**src/rtl/stream_distributor.sv**
```systemverilog
`default_nettype none
// ============================================================================
// Module      : stream_distributor
// Description : Fans one valid/ready stream out to NS sinks, each with a
//               one-deep registered output slot. Each accepted item goes to
//               exactly one free slot.
//               Optional macro STREAM_DISTRIBUTOR_ROUND_ROBIN_EN:
//                 defined     -> rotating priority starting at pointer rr
//                 not defined -> fixed priority, slot 0 highest
// Revision    : 1.0 - initial release
// ============================================================================
module stream_distributor #(
   parameter int NS = 2,
   parameter int DW = 32
) (
   input  logic                  clk,
   input  logic                  clk_en,
   input  logic                  rst,
   input  logic                  in_vld,
   output logic                  in_rdy,
   input  logic [DW-1:0]         in_dat,
   output logic [NS-1:0]         out_vld,
   input  logic [NS-1:0]         out_rdy,
   output logic [NS-1:0][DW-1:0] out_dat
);

   localparam int RW = (NS > 1) ? $clog2(NS) : 1;

   logic [NS-1:0]         r_vld;
   logic [NS-1:0][DW-1:0] r_dat;
   logic [NS-1:0]         w_avail;
   logic [RW-1:0]         w_sel;
   logic                  w_acc;

   // A slot can take a new item if it is empty or is being drained this cycle
   assign w_avail = ~r_vld | out_rdy;
   assign in_rdy  = clk_en & (|w_avail);
   assign w_acc   = in_vld & in_rdy;
   assign out_vld = r_vld;
   assign out_dat = r_dat;

`ifdef STREAM_DISTRIBUTOR_ROUND_ROBIN_EN
   localparam logic [RW-1:0] C_LAST = RW'(NS - 1);

   logic [RW-1:0] r_rr;

   // Cyclic search from r_rr; descending loop so the nearest hit wins
   always_comb begin
      logic [RW:0]   w_sum;
      logic [NS-1:0] w_shift;
      w_sel   = '0;
      w_sum   = '0;
      w_shift = '0;
      for (int k = NS - 1; k >= 0; k--) begin
         w_sum = {1'b0, r_rr} + (RW + 1)'(k);
         if (w_sum >= (RW + 1)'(NS)) begin
            w_sum = w_sum - (RW + 1)'(NS);
         end
         w_shift = w_avail >> w_sum[RW-1:0];
         if (w_shift[0]) begin
            w_sel = w_sum[RW-1:0];
         end
      end
   end

   // Pointer moves to the slot after the one just loaded, wrapping at NS-1
   always_ff @(posedge clk) begin
      if (!rst) begin
         r_rr <= '0;
      end else if (w_acc) begin
         r_rr <= (w_sel == C_LAST) ? '0 : w_sel + RW'(1);
      end
   end
`else
   // Fixed priority: lowest-index available slot; descending loop so lowest wins
   always_comb begin
      logic [NS-1:0] w_shift;
      w_sel   = '0;
      w_shift = '0;
      for (int k = NS - 1; k >= 0; k--) begin
         w_shift = w_avail >> k;
         if (w_shift[0]) begin
            w_sel = RW'(k);
         end
      end
   end
`endif

   // Per-slot load / drain; a load wins over a simultaneous drain
   always_ff @(posedge clk) begin
      if (!rst) begin
         r_vld <= '0;
         r_dat <= '0;
      end else if (clk_en) begin
         for (int s = 0; s < NS; s++) begin
            if (w_acc && (w_sel == RW'(s))) begin
               r_vld[s] <= 1'b1;
               r_dat[s] <= in_dat;
            end else if (r_vld[s] && out_rdy[s]) begin
               r_vld[s] <= 1'b0;
            end
         end
      end
   end

endmodule
`default_nettype wire
```
**config.mk**
```make
export PLATFORM = sky130hd
export DESIGN_NAME = stream_distributor
export DESIGN_NICKNAME = d
export VERILOG_FILES = /design/src/rtl/stream_distributor.sv
export SDC_FILE = /design/constraint.sdc
export NUM_CORES = 1
export LEC_CHECK = 0
export CORE_MARGIN = 4
export CORE_UTILIZATION = 43
export DETAILED_ROUTE_END_ITERATION = 12
export PLACE_DENSITY = 0.79
export SLEW_MARGIN = 0
export SYNTH_ARGS = -nofsm -noshare
export SYNTH_HDL_FRONTEND = slang
export SYNTH_SLANG_ARGS = --single-unit
```
**constraint.sdc**
```tcl
create_clock -name clk -period 1.7 [get_ports clk]
set_input_delay 0.255 -clock clk [delete_from_list [all_inputs] [get_ports clk]]
set_output_delay 0.255 -clock clk [all_outputs]
set_load 0.02 [all_outputs]
```
==> flow_metrics.py, run 1 <==
metrics = {
    "setup_path": {
        "r2r_start": "out_vld[1]",
        "critPathBufInv": 1,
        "reg2reg_slack_ns": 0.29,
        "critPathTopFamily": "buffers and inverters",
        "cp.required_ns": 1.44,
        "crit_type": "reg -> out",
        "path_max_fanout": 4,
        "critPathCaptureType": "primary output",
        "reg2reg_depth": 5,
        "cp_cell_sequence": "clkdlybuf4s50_1",
        "crit_path_top_delay_cell": "clkdlybuf4s50_1",
        "cp_slowest_stage_delay_ns": 0.63,
        "reg2reg_to": "out_dat[38]",
        "cp_data_arrival_time_ns": 1.32,
        "worst_setup_path_start_kind": "flop",
    },
    "synth": {
        "syn-num-nets": 336,
        "yosysWarnings": 0,
        "yosysSeqAreaShare_pct": 49.7,
        "syn_inst": 298,
        "ys_types": 17,
        "netlist_area_um2": 2660,
        "synth.avg_cell_area_um2": 8.92,
        "ys_ff_latch": 66,
    },
    "timing": {
        "hold_viol": 0,
        "slew_violations": 0,
        "slew_headroom_pct": 75.5,
        "setup_viol": 0,
        "timing.final.crit_share_pct": 92.8,
        "rsz0062_at_grt": "false",
        "period_needed_ns": 1.58,
        "fmax_mhz": 634,
        "worst_slack_ns": 0.122,
        "skew_ns": 0.00397,
        "tightestPinTransition_ns": 0.368,
    },
    "die": {
        "start_util_pct": 44.6,
        "ios": 105,
        "num_rows": 28,
        "die_x_um": 86.6,
        "coreArea_um2": 5960,
        "die_area_um2": 7500,
        "die_y_um": 86.6,
    },
    "cts": {
        "clk_latency_ns": 0.33,
        "cts-root-buf": "clkbuf_8",
        "clock-sinks": 66,
        "clock_path_buffers": 2,
        "tritoncts": "yes",
        "clk_pin_slew_worst_paths_ns": 0.07,
        "post-cts-setup-buffer-count": 0,
        "hold_buffers": 0,
        "cts_made_buffers": 9,
        "htree_levels": 3,
    },
    "finish": {
        "stdcell_count": 474,
        "final_nets": 432,
        "seq_area_um2": 1320,
        "diodes": 0,
        "fin_util_pct": 66.6,
        "syn2layout_area_growth_pct": 49.3,
        "fill_cells": 522,
        "multiInputGateArea_um2": 1210,
        "final_layout_size_suffix_gt1_share_pct": 6.52,
    },
    "power_and_ir_drop": {
        "finalPower_mw": 3.36,
        "netSwitchingFraction_pct": 23.6,
        "pwr-share-comb_pct": 13.0,
        "ir_drop_mv": 0.522,
        "power.internal_mw": 2.57,
        "p_switching_mw": 0.793,
        "cellPowerDensity_nw_per_um2": 847,
        "p_seq_share_pct": 48.0,
        "p_clk_share_pct": 38.9,
        "p_leak_nw": 1.38,
    },
    "drt": {
        "drt_wl_total_um": 7140,
        "first_iter_violations": 61,
        "vias_per_cell": 5.15,
        "drt_first_pass_iters": 4,
        "ant_nets": 0,
        "drcViolationCount": 0,
        "via_count": 2442,
        "wire_per_inst_um": 15.1,
    },
    "min_path": {
        "min_path_type": "reg -> reg",
        "min_from": "out_dat[59]",
        "hold_path_end": "out_dat[59]",
        "hold_depth": 2,
    },
    "grt": {
        "grt_remaining_overflow": 0,
        "antenna_found_initial": 0,
        "grt_pass1_vias": 2393,
        "grt_max_degree": 99,
        "grt_first_pass_wirelength_um": 11500,
        "grt_use_total_pct": 19.7,
    },
    "run": {
        "drv_cap": 0,
    },
    "placed_design": {
        "routabilityCongestion": 0.739,
        "dp_hpwl_um": 4730,
        "io_buffers": 104,
        "place_inst": 458,
        "post-place-ws_ns": -0.229,
    },
    "status": {
        "outcome": "finished, final reports clean",
    },
}
[synthesized netlist by cell type]
cell | n | share of area [%]
nor3_4 | 1 | 0.61
dfxtp_1 | 66 | 50
clkbuf_1 | 20 | 2.8
nand2_1 | 66 | 9.3
buf_1 | 1 | 0.14
and2_1 | 1 | 0.24
buf_2 | 4 | 0.75
nand2b_1 | 1 | 0.24
buf_6 | 3 | 1.3
a21boi_1 | 12 | 3.4
nand3_1 | 32 | 6.0
nor2b_1 | 3 | 0.71
a21boi_0 | 22 | 6.2
o21a_1 | 1 | 0.28
mux2i_1 | 32 | 12
o21ai_0 | 32 | 6.0
a21oi_1 | 1 | 0.19
[final cells by class]
class                   count  area share (%)
flip-flops and latches     66            33.3
multi-input cells         204            30.4
repair buffers            113            28.9
clock buffers              14            4.10
well taps                  75            2.37
clock inverters             2           0.883
[per-layer routing]
layer	track usage, %	vias to the layer above	part of all wire [%]
met5	0	-	0
met4	8.50	0	1.4
met3	5.13	9	6.2
met2	34.1	68	49
met1	22.9	1162	43
li1	-	1203	-
[flip-flops by register name (all words and copies together), names as in the netlist]
signal and count:
out_dat 64, out_vld 2
[worst max-delay path by stage]
stage,slack [ns],start,to,depth (start not counted)
final,0.12,out_vld[0],out_vld[0],1
after CTS,0.04,out_vld[0],in_rdy,3
after global placement,-0.14,out_rdy[0],in_rdy,4
after global routing,0.05,out_vld[0],out_vld[0],1
after detailed placement,-0.23,out_rdy[0],in_rdy,4
after floorplan,0.20,out_vld[0],in_rdy,3
[power by group through the flow]
stage                     combinational, mW  sequential, mW  clock (mW)
after CTS                             0.441            1.61        1.34
after floorplan                       0.150            1.70           0
after global placement                0.434            1.65           0
final                                 0.438            1.61        1.31
after detailed placement              0.440            1.65           0
after global routing                  0.471            1.62        1.43
[kinds of logic (layout without fill, tap and decap cells)]
logic type,count (synthesis),after routing,share of synthesized area (%)
simple gates,104,104,17.1
flops,66,66,49.7
mux,32,32,12.1
compound gates,68,68,16.1
buf+inv,28,129,4.99
[repair_timing]
item / CTS / global route
resized for setup: 1 / 3
cloned: 0 / 0
endpoints found under the setup margin: 1 / 1
endpoints found under the hold margin: 0 / 0
pin swaps: 0 / 0
[layout by cell type, fill, tap and decap left out, types with 2 or more instances in the layout]
master,synthesis,layout
dfxtp_1,66,66
a21boi_1,12,12
nand3_1,32,32
nand2_1,66,66
mux2i_1,32,32
buf_4,0,5
buf_12,0,4
clkdlybuf4s50_1,0,102
clkbuf_1,20,3
o21ai_0,32,32
nor2b_1,3,2
clkbuf_8,0,11
a21boi_0,22,22
[metrics by stage]
step / setup TNS (ns) / instance area, um2 / hold WS (ns)
floorplan: 0 / 2660 / 0.397
global placement: -0.142 / 3770 / 0.442
detailed placement: -0.858 / 3770 / 0.450
CTS: 0 / 3970 / 0.446
global route: 0 / 3970 / 0.474
finish: 0 / 3970 / 0.458
Power figures use the tool's default switching activity.
==> run 2, diff against run 1 <==
--- a/config.mk
+++ b/config.mk
@@ -5,6 +5,7 @@
 export SDC_FILE = /design/constraint.sdc
 export NUM_CORES = 1
 export LEC_CHECK = 0
+export CAP_MARGIN = 30
 export CORE_MARGIN = 4
 export CORE_UTILIZATION = 43
 export DETAILED_ROUTE_END_ITERATION = 12
==> results of run 2 <==
The final DEF is identical to that of run 1; final timing and power are the same.
